<file path="src/rtl/neural_io_pkg.sv">
// Shared types and constants for the DE2 neural operand I/O path.
// The key indices match the physical KEY[3:0] push-buttons.
package neural_io_pkg;

  localparam int OPERAND_W = 32;
  localparam int HALF_W    = 16;

  localparam int KEY_LOAD_LO = 0;
  localparam int KEY_LOAD_HI = 1;
  localparam int KEY_COMMIT  = 2;
  localparam int KEY_CLEAR   = 3;

  typedef enum logic [2:0] {
    EMPTY,
    LO_ONLY,
    HI_ONLY,
    FULL,
    SEND
  } loader_state_t;

endpackage

</file>
<file path="src/rtl/key_debouncer.sv">
// Synchronizes and debounces one active-low push-button.
// Emits a single-cycle pulse when the debounced level falls (press).
module key_debouncer #(
  parameter int DEBOUNCE_CYCLES = 1_000_000
) (
  input  logic clk,
  input  logic rst,
  input  logic raw_n,
  output logic press_pulse
);

  localparam int CNT_W = $clog2(DEBOUNCE_CYCLES);

  logic             r_sync1;
  logic             r_sync2;
  logic             r_stable;
  logic             r_prevStable;
  logic [CNT_W-1:0] r_count;

  // The stable level only moves after DEBOUNCE_CYCLES consecutive disagreeing samples.
  always_ff @(posedge clk or posedge rst) begin
    if (rst) begin
      r_sync1      <= 1'b1;
      r_sync2      <= 1'b1;
      r_stable     <= 1'b1;
      r_prevStable <= 1'b1;
      r_count      <= '0;
    end else begin
      r_sync1      <= raw_n;
      r_sync2      <= r_sync1;
      r_prevStable <= r_stable;
      if (r_sync2 == r_stable) begin
        r_count <= '0;
      end else if (r_count == CNT_W'(DEBOUNCE_CYCLES - 1)) begin
        r_stable <= r_sync2;
        r_count  <= '0;
      end else begin
        r_count <= r_count + 1'b1;
      end
    end
  end

  assign press_pulse = r_prevStable & ~r_stable;

endmodule

</file>
<file path="src/rtl/key_operand_loader.sv">
// Builds a Q16.16 operand from the switches in two halves using debounced
// keys, then offers it to the neural datapath over valid/ready.
module key_operand_loader
  import neural_io_pkg::*;
#(
  parameter int DEBOUNCE_CYCLES = 1_000_000,
  parameter int DATA_W          = 32
) (
  input  logic              clk,
  input  logic              rst,
  input  logic [3:0]        key,
  input  logic [15:0]       sw,
  output logic [DATA_W-1:0] out_data,
  output logic              out_valid,
  input  logic              out_ready,
  output logic [DATA_W-1:0] operand,
  output logic              lo_loaded,
  output logic              hi_loaded,
  output logic              err,
  output logic [7:0]        sent_count
);

  logic [3:0]        w_press;
  logic [15:0]       r_swMeta;
  logic [15:0]       r_swSync;
  loader_state_t     r_state;
  loader_state_t     w_stateNext;
  logic [DATA_W-1:0] r_operand;
  logic [DATA_W-1:0] w_operandNext;
  logic [DATA_W-1:0] r_data;
  logic [DATA_W-1:0] w_dataNext;
  logic              r_valid;
  logic              w_validNext;
  logic              r_lo;
  logic              w_loNext;
  logic              r_hi;
  logic              w_hiNext;
  logic              r_err;
  logic              w_errNext;
  logic [7:0]        r_count;
  logic [7:0]        w_countNext;

  for (genvar g = 0; g < 4; g++) begin : g_key
    key_debouncer #(.DEBOUNCE_CYCLES(DEBOUNCE_CYCLES)) u_debounce (
      .clk        (clk),
      .rst        (rst),
      .raw_n      (key[g]),
      .press_pulse(w_press[g])
    );
  end

  always_ff @(posedge clk or posedge rst) begin
    if (rst) begin
      r_swMeta  <= '0;
      r_swSync  <= '0;
      r_state   <= EMPTY;
      r_operand <= '0;
      r_data    <= '0;
      r_valid   <= 1'b0;
      r_lo      <= 1'b0;
      r_hi      <= 1'b0;
      r_err     <= 1'b0;
      r_count   <= '0;
    end else begin
      r_swMeta  <= sw;
      r_swSync  <= r_swMeta;
      r_state   <= w_stateNext;
      r_operand <= w_operandNext;
      r_data    <= w_dataNext;
      r_valid   <= w_validNext;
      r_lo      <= w_loNext;
      r_hi      <= w_hiNext;
      r_err     <= w_errNext;
      r_count   <= w_countNext;
    end
  end

  // Only the highest-priority event acts; everything is dropped while sending.
  always_comb begin
    w_stateNext   = r_state;
    w_operandNext = r_operand;
    w_dataNext    = r_data;
    w_validNext   = r_valid;
    w_loNext      = r_lo;
    w_hiNext      = r_hi;
    w_errNext     = r_err;
    w_countNext   = r_count;
    case (r_state)
      SEND: begin
        if (out_ready) begin
          w_validNext = 1'b0;
          w_countNext = r_count + 8'd1;
          w_stateNext = FULL;
        end
      end
      default: begin
        if (w_press[KEY_CLEAR]) begin
          w_operandNext = '0;
          w_loNext      = 1'b0;
          w_hiNext      = 1'b0;
          w_errNext     = 1'b0;
          w_stateNext   = EMPTY;
        end else if (w_press[KEY_COMMIT]) begin
          if (r_state == FULL) begin
            w_dataNext  = r_operand;
            w_validNext = 1'b1;
            w_stateNext = SEND;
          end else begin
            w_errNext = 1'b1;
          end
        end else if (w_press[KEY_LOAD_HI]) begin
          w_operandNext[DATA_W-1:HALF_W] = r_swSync;
          w_hiNext = 1'b1;
          if (r_state == EMPTY) begin
            w_stateNext = HI_ONLY;
          end else if (r_state == LO_ONLY) begin
            w_stateNext = FULL;
          end
        end else if (w_press[KEY_LOAD_LO]) begin
          w_operandNext[HALF_W-1:0] = r_swSync;
          w_loNext = 1'b1;
          if (r_state == EMPTY) begin
            w_stateNext = LO_ONLY;
          end else if (r_state == HI_ONLY) begin
            w_stateNext = FULL;
          end
        end
      end
    endcase
  end

  assign out_data   = r_data;
  assign out_valid  = r_valid;
  assign operand    = r_operand;
  assign lo_loaded  = r_lo;
  assign hi_loaded  = r_hi;
  assign err        = r_err;
  assign sent_count = r_count;

endmodule

</file>
<file path="config.mk">
export PLATFORM = sky130hd
export DESIGN_NAME = key_operand_loader
export DESIGN_NICKNAME = d
export VERILOG_FILES = /design/src/rtl/neural_io_pkg.sv /design/src/rtl/key_debouncer.sv /design/src/rtl/key_operand_loader.sv
export SDC_FILE = /design/constraint.sdc
export NUM_CORES = 1
export LEC_CHECK = 0
export ABC_CLOCK_PERIOD_IN_PS = 6600
export CORE_UTILIZATION = 39
export CTS_BUF_LIST = sky130_fd_sc_hd__clkbuf_8
export CTS_CLUSTER_DIAMETER = 60
export CTS_CLUSTER_SIZE = 14
export DETAILED_ROUTE_END_ITERATION = 10
export PLACE_DENSITY = 0.66
export SLEW_MARGIN = 20
export SYNTH_ARGS = -nofsm -noshare
export SYNTH_HDL_FRONTEND = slang
export SYNTH_SLANG_ARGS = --single-unit
export TNS_END_PERCENT = 20
</file>
<file path="constraint.sdc">
create_clock -name clk -period 6.6 [get_ports clk]
set_clock_uncertainty 0.05 [all_clocks]
set_input_delay 0.99 -clock clk [delete_from_list [all_inputs] [get_ports clk]]
set_output_delay 0.99 -clock clk [all_outputs]
set_load 0.02 [all_outputs]
</file>
# Yosys cells after proc, flatten, opt, wreduce, memory -nomap -nowiden
# Index checks and enable logic that the tools add are counted.
# Widths: inputs -> output; s select.
[word_totals]
ff_bits = 207
output_inout_bits = 76
wordCells = 127
[op_classes]
addsub = 5
n_eq_ne = 19
mux = 39
bitwise_logic = 14
reduce_logical = 19
[op_table]
columns = ["op", "count"]
rows = [
  ["$mux 20", 8],
  ["$add 20x1->20 const B", 4],
  ["$eq 20x20->1 const B", 4],
  ["$mux 32", 2],
  ["$mux 16", 3],
  ["$mux 3", 11],
  ["$mux 1", 15],
  ["$reduce_and 4->1", 3],
  ["$not 1->1", 10],
  ["$reduce_and 2->1", 5],
  ["$reduce_bool 2->1", 5],
  ["$add 8x1->8 const B", 1],
  ["$eq 3x2->1 const B", 2],
  ["$ne 2x1->1 const B", 3],
  ["$ne 6x4->1 const B", 1],
  ["$reduce_and 3->1", 2],
  ["$reduce_bool 6->1", 1],
  ["$reduce_and 5->1", 1],
  ["$reduce_bool 5->1", 1],
  ["$and 1x1->1", 4],
  ["$eq 1x1->1", 4],
  ["$ne 2x2->1 const B", 2],
  ["$ne 4x3->1 const B", 1],
  ["$eq 3x1->1 const B", 1],
  ["other kinds (2)", 2],
]

# Logic depth before layout (Yosys ltp)
# Gate-level depths: netlist of the first run.
[depth]
ltp_word = 8
mapped_depth = 7
ltp_nobuf = 6

# By module
# A second synthesis of the first run with hierarchy kept.
[unflattened]
hier_cells = 736
area_unflattened_um2 = 8738.4
[modules_own_cells]
columns = ["module", "n_inst", "cells_per_inst", "area_per_inst_um2", "seq_area_each_um2"]
rows = [
  ["key_operand_loader", 1, 295, 4028.9, 2777.7],
  ["key_debouncer at g_key[0].u_debounce ...", 3, 110, 1186.1, 605.6],
  ["key_debouncer at g_key[1].u_debounce", 1, 111, 1151.1, 605.6],
]

# Worst setup path after synthesis of the first run
# No wires, ideal clock.
[synth_path]
path_kind = "input to register"
from = "input out_ready"
to = "register r_count[5] (netlist: sent_count[5])"
setup_time_ns = 0.129
t_arrival_ns = 1.672
slack_ns = 4.749
path_stages = 5
cell_sequence = "and2_1 -> buf_4 -> and4_4 -> nand3_1 -> xnor2_1"
[synth_between]
elab_chain_cells = 1
[synth_rtl]
columns = ["element", "line", "rtl"]
rows = [
  ["start: declaration", "key_operand_loader.sv:15", "input logic out_ready,"],
  ["$reduce_and 2->1 (no line)", "--", ""],
  ["end signal: assignment", "key_operand_loader.sv:74", "r_count <= w_countNext;"],
  ["end: declaration", "key_operand_loader.sv:40", "logic [7:0] r_count;"],
]
# Every way passes these cells.
# A chain may end at the register's enable or synchronous reset.

# Worst setup path after layout of the first run
[layout_path]
from = "register r_count[3] (netlist: sent_count[3])"
to = "output sent_count[3]"
[layout_lines]
columns = ["element", "line", "rtl"]
rows = [
  ["end: declaration", "key_operand_loader.sv:20", "output logic [7:0] sent_count"],
]
# No word-level cell between the ends.

==> results.py, run 1 <==
metrics = {
    "status": {
        "status": "complete, no violations",
    },
    "placement": {
        "place_congestion": 0.767,
        "dp.final_hpwl_mm": 9.88,
        "port_buffers": 98,
    },
    "timing": {
        "clock.fmax_mhz": 379,
        "setup_viol": 0,
        "drv_slew": 0,
        "fin_crit_sh_pct": 39.9,
        "finalHoldViolations": 0,
        "tightest_slew_ps": 714,
        "fin_crit_ps": 2640,
        "slew-limit-headroom_pct": 52.3,
        "rsz0062_at_grt": "no",
        "tns_ps": 0,
    },
    "clocking": {
        "hold_buffers": 0,
        "path_clk_slew_ps": 100,
        "cts_resized": 0,
        "cts_max_level": 1,
        "cts_buffers": 18,
        "cts.path.max_buffers": 3,
        "clockRootBuffer": "clkbuf_8",
        "cts_tree": "yes",
        "clk_latency_ps": 520,
        "cts_setup_buffers": 0,
        "cts.sinks": 207,
    },
    "synth": {
        "synth_top_family_by_area": "simple AND/OR/NAND/NOR gates",
        "yosysSeqAreaShare_pct": 61.7,
        "synth_cell_types": 49,
        "syn-cell-area_mm2": 0.00843,
        "synth_compound_area_share_pct": 5.15,
        "synth-xor-area-share_pct": 8.52,
        "syn_nets": 716,
        "synth_top_flop_cell": "dfrtp_1",
        "syn_inst": 688,
        "ys_top_cells_by_count": "dfrtp_1, nor2_1, xor2_1",
        "synth-async-reset-ratio_pct": 100,
        "yosys.area.top_type": "dfrtp_1",
        "synth.top_cells.by_area": "dfrtp_1, dfstp_2, mux2_2",
        "synth.most_common_cell": "dfrtp_1",
        "synth-simple-area-share_pct": 16.3,
        "synth.top_cell.area_share_pct": 56.7,
        "synth_edf_count": 0,
        "synth_fa_ha_area_share_pct": 0.743,
        "synth.ff_latch_count": 207,
        "syn_avg_cell_area_um2": 12.2,
        "synth.area.mux_share_pct": 4.95,
        "yosys_warnings": 0,
    },
    "floorplanning": {
        "dieArea_mm2": 0.0222,
        "die_w_um": 149,
        "coreArea_mm2": 0.0211,
        "num_io_pins": 99,
        "die_y_um": 149,
        "initial_core_util_pct": 40.0,
        "rows": 53,
    },
    "global_route": {
        "grt_max_degree": 206,
        "grt_antenna_before_repair": 0,
        "track_usage_pct": 14.2,
        "grt_pass1_wl_mm": 25.6,
        "grt_pass1_vias": 5127,
        "overflow": 0,
    },
    "run": {
        "drv_cap": 0,
    },
    "cells_and_area": {
        "num-nets-final": 812,
        "diodes": 0,
        "drive_above_1_share_pct": 11.7,
        "area_growth_pct": 18.5,
        "fin_util_pct": 47.4,
    },
    "detailed_routing": {
        "routed_via_density": 4.97,
        "wl_mm": 15.4,
        "vias": 5328,
        "wl_per_cell_um": 14.3,
        "drtIter0Drc": 280,
        "dr.pass1.iters": 4,
        "final_antenna_net_count": 0,
        "drc": 0,
    },
    "power_and_ir_drop": {
        "clkPwrFrac_pct": 31.2,
        "p_per_area_mw_per_mm2": 216,
        "p_seq_share_pct": 62.3,
        "power.leakage_uw": 0.00433,
        "pwr-share-comb_pct": 6.6,
        "intPower_uw": 1630,
        "switching_power_uw": 533,
        "power.switching_fraction_pct": 24.7,
        "vdd_drop_max_mv": 0.0778,
    },
    "critical_path": {
        "critical_path_peak_fanout": 5,
        "crit_buf_inv": 1,
        "slowest_delay_ps": 630,
        "crit_chain": "clkdlybuf4s50_1",
        "cpLargestDelayFamily": "buffers and inverters",
        "critPathCaptureType": "output port",
        "worst_ep_arrival_time_ps": 1600,
        "path_class": "flip-flop to output port",
        "cp_slowest_cell": "clkdlybuf4s50_1",
        "required_ps": 5560,
        "startpoint_type": "flip-flop",
    },
    "hold_path": {
        "hold_class": "flip-flop to flip-flop",
    },
}
==> kinds of logic after synthesis <==
kind of cell	count (synthesis)
xor+xnor	82
buf+inv	42
fa+ha+maj	5
flops	207
simple gates	261
mux	37
compound gates	54
==> metal layers <==
metal / routed length [um] / GRT usage, %
met5: 0 / 0
met4: 318 / 4.39
met3: 714 / 2.23
met2: 6900 / 22.0
met1: 7420 / 20.3
==> state kept, by name (all words and copies together) (netlist names) <==
signal	flops
g_key.u_debounce.r_stable	4
g_key.u_debounce.r_prevStable	4
g_key.u_debounce.r_count	80
hi_loaded	1
r_state	3
sent_count	8
err	1
lo_loaded	1
r_swSync	16
g_key.u_debounce.r_sync1	4
operand	32
out_valid	1
g_key.u_debounce.r_sync2	4
r_swMeta	16
out_data	32
==> stage by stage <==
| step | power (uW) | hold WS (ps) | std cells | worst slack [ps] | instance area (um2) |
|---|---|---|---|---|---|
| after floorplan | 1450 | 281 | 688 | 2890 | 8430 |
| after global placement | 1510 | 282 | 1038 | 4020 | 9640 |
| after detailed placement | 1510 | 286 | 1038 | 4040 | 9650 |
| after CTS | 2190 | 303 | 1070 | 3940 | 9950 |
| after global routing | 2270 | 311 | 1071 | 3880 | 9990 |
| final | 2160 | 302 | 1071 | 3960 | 9990 |
==> layout make-up <==
cell class | instances | area (um2)
Clock inverter | 14 | 57.6
Inverter | 15 | 60.1
Clock buffer | 18 | 248
Fill cell | 1924 | 11100
Sequential cell | 207 | 5200
Tap cell | 275 | 344
Multi-Input combinational cell | 439 | 3030
Timing Repair Buffer | 103 | 1050
==> final timing paths <==
check,startpoint,endpoint,slack (ps),cells past startpoint
setup reg to reg,g_key[2].u_debounce.r_prevStable,r_state[0],4420,5
hold reg to reg,r_swMeta[8],r_swSync[8],300,0
setup / recovery,sent_count[3],sent_count[3],3960,1
hold / removal,r_swMeta[8],r_swSync[8],300,0
min in group asynchronous,rst,g_key[2].u_debounce.r_sync2,820,2
max in group asynchronous,rst,out_data[31],4670,4
==> power by group through the flow <==
| stage | clock [uW] | combinational [uW] | sequential, uW |
|---|---|---|---|
| final | 673 | 142 | 1340 |
| after global routing | 757 | 158 | 1350 |
| after CTS | 704 | 144 | 1350 |
| after detailed placement | 0 | 141 | 1370 |
| after global placement | 0 | 140 | 1370 |
| after floorplan | 0 | 89.7 | 1360 |
==> cells in the final DEF, fill, tap and decap left out, types with 16 or more instances in the layout <==
cell type / count
a32o_1: 25
clkbuf_8: 18
clkdlybuf4s50_1: 98
dfrtp_1: 191
dfstp_2: 16
inv_1: 27
mux2_2: 36
nand2_1: 40
nand3_1: 36
nor2_1: 93
xnor2_1: 37
xor2_1: 45
No activity file was read; power rests on OpenSTA's default activity.
==> run 2, diff against run 1 <==
--- a/config.mk
+++ b/config.mk
@@ -5,13 +5,13 @@
 export SDC_FILE = /design/constraint.sdc
 export NUM_CORES = 1
 export LEC_CHECK = 0
-export ABC_CLOCK_PERIOD_IN_PS = 6600
+export ABC_CLOCK_PERIOD_IN_PS = 2700
 export CORE_UTILIZATION = 39
 export CTS_BUF_LIST = sky130_fd_sc_hd__clkbuf_8
 export CTS_CLUSTER_DIAMETER = 60
 export CTS_CLUSTER_SIZE = 14
 export DETAILED_ROUTE_END_ITERATION = 10
-export PLACE_DENSITY = 0.66
+export PLACE_DENSITY = 0.64
 export SLEW_MARGIN = 20
 export SYNTH_ARGS = -nofsm -noshare
 export SYNTH_HDL_FRONTEND = slang
==> constraint.sdc (replaced) <==
create_clock -name clk -period 2.7 [get_ports clk]
set_clock_uncertainty 0.05 [all_clocks]
set_input_delay 0.405 -clock clk [delete_from_list [all_inputs] [get_ports clk]]
set_output_delay 0.405 -clock clk [all_outputs]
set_load 0.02 [all_outputs]
==> results.py, run 2 (synthesis gave the netlist of run 1 again) <==
metrics = {
    "status": {
        "status": "complete, no violations",
    },
    "detailed_routing": {
        "wl_mm": 15.5,
        "dr.pass1.iters": 4,
        "wl_per_cell_um": 14.4,
        "routed_via_density": 4.92,
        "final_antenna_net_count": 0,
        "drtIter0Drc": 203,
        "drc": 0,
        "vias": 5283,
    },
    "critical_path": {
        "critical_path_peak_fanout": 6,
        "r2r_cells": 5,
        "worst_ep_arrival_time_ps": 2420,
        "path_class": "flip-flop to flip-flop",
        "required_ps": 3060,
        "startpoint_type": "flip-flop",
        "critPathCaptureType": "flip-flop",
    },
    "clocking": {
        "cts_setup_buffers": 0,
        "path_clk_slew_ps": 90,
        "hold_buffers": 0,
        "cts_max_level": 1,
        "clk_latency_ps": 520,
        "cts_resized": 0,
        "cts.sinks": 207,
        "cts_buffers": 19,
        "cts.path.max_buffers": 3,
        "cts_tree": "yes",
        "clockRootBuffer": "clkbuf_8",
    },
    "global_route": {
        "grt_max_degree": 116,
        "track_usage_pct": 14.5,
        "grt_pass1_vias": 5246,
        "overflow": 0,
        "grt_pass1_wl_mm": 26.3,
        "grt_antenna_before_repair": 0,
    },
    "power_and_ir_drop": {
        "power.switching_fraction_pct": 24.6,
        "clkPwrFrac_pct": 31.8,
        "p_seq_share_pct": 61.8,
        "intPower_uw": 4010,
        "switching_power_uw": 1300,
        "p_per_area_mw_per_mm2": 531,
        "vdd_drop_max_mv": 0.262,
        "pwr-share-comb_pct": 6.4,
        "power.leakage_uw": 0.00433,
    },
    "timing": {
        "fin_crit_sh_pct": 76.6,
        "tns_ps": 0,
        "rsz0062_at_grt": "no",
        "fin_crit_ps": 2070,
        "tightest_slew_ps": 700,
        "clock.fmax_mhz": 483,
        "drv_slew": 0,
        "slew-limit-headroom_pct": 53.3,
        "setup_viol": 0,
        "finalHoldViolations": 0,
    },
    "floorplanning": {
        "dieArea_mm2": 0.0222,
        "die_w_um": 149,
        "initial_core_util_pct": 40.0,
        "coreArea_mm2": 0.0211,
        "num_io_pins": 99,
        "die_y_um": 149,
        "rows": 53,
    },
    "run": {
        "drv_cap": 0,
    },
    "cells_and_area": {
        "multi_input_area_mm2": 0.00301,
        "fin_cells": 1073,
        "drive_above_1_share_pct": 12.5,
        "area_growth_pct": 18.7,
        "diodes": 0,
        "mostFrequentLayoutCell": "dfrtp_1",
        "num-nets-final": 816,
        "filler_cell_count": 1955,
        "fin_util_pct": 47.4,
        "register_area_mm2": 0.00520,
        "largest_register_ff_count": 80,
        "layout_common_cells": "dfrtp_1, clkdlybuf4s50_1, nor2_1",
        "largest-register": "g_key.u_debounce.r_count",
    },
    "placement": {
        "place_congestion": 0.756,
        "port_buffers": 98,
        "dp.cells": 1042,
        "dp.final_hpwl_mm": 10.2,
    },
    "hold_path": {
        "whs_path_depth": 1,
        "hold_class": "primary input to flip-flop",
    },
}
-- run 2: cell count changes in the layout (fill, tap and decap cells not counted), sizes merged --
cell	delta
inv	-5
clkbuf	+1
clkinv	+1
buf	+3
clkinvlp	+2
-- run 2: power by group through the flow --
stage	Clock (uW)	Sequential, uW	Combinational, uW
5_1_grt	1890	3300	385
2_1_floorplan	0	3340	219
3_3_place_gp	0	3340	344
4_1_cts	1780	3290	350
6_report	1690	3280	342
3_5_place_dp	0	3350	350
-- run 2: final cells by class --
cell class | instances | share of cell area [%]
Sequential cell | 207 | 52.0
Clock buffer | 19 | 2.61
Multi-Input combinational cell | 439 | 30.1
Tap cell | 275 | 3.44
Inverter | 15 | 0.601
Timing Repair Buffer | 106 | 10.7
Clock inverter | 12 | 0.588
-- run 2: critical path, stage by stage (launching register included) --
cell      delay, ps
dfstp_2         540
nor2b_1         410
o21ai_0         240
a211oi_1        330
nor3_1          120
o221a_2         270
-- run 2: final timing paths --
path,slack [ps],from,to
min reg2reg,300,r_swMeta[14],r_swSync[14]
max in group asynchronous,1730,rst,g_key[2].u_debounce.r_count[16]
max,630,g_key[2].u_debounce.r_prevStable,r_state[0]
min,240,key[3],g_key[3].u_debounce.r_sync1
min in group asynchronous,340,rst,g_key[2].u_debounce.r_count[1]
max reg2reg,630,g_key[2].u_debounce.r_prevStable,r_state[0]
-- run 2: per-stage QoR --
stage          power, uW  hold WS (ps)  area (um2)  worst slack (ps)
3_3_place_gp        3690           282        9680               666
2_1_floorplan       3550           281        8430              -428
5_1_grt             5580           220       10000               376
6_report            5310           236       10000               631
4_1_cts             5420           205       10000               593
3_5_place_dp        3700           285        9680               602
-- run 2: metal layers --
layer  global-route usage (%)  part of all wire, %  vias to the layer above
met5                        0                    0                        -
met1                     21.1                   49                     2579
met2                     22.3                   45                      107
met3                     2.32                  4.3                       24
li1                         -                    -                     2573
met4                     4.18                  1.6                        0
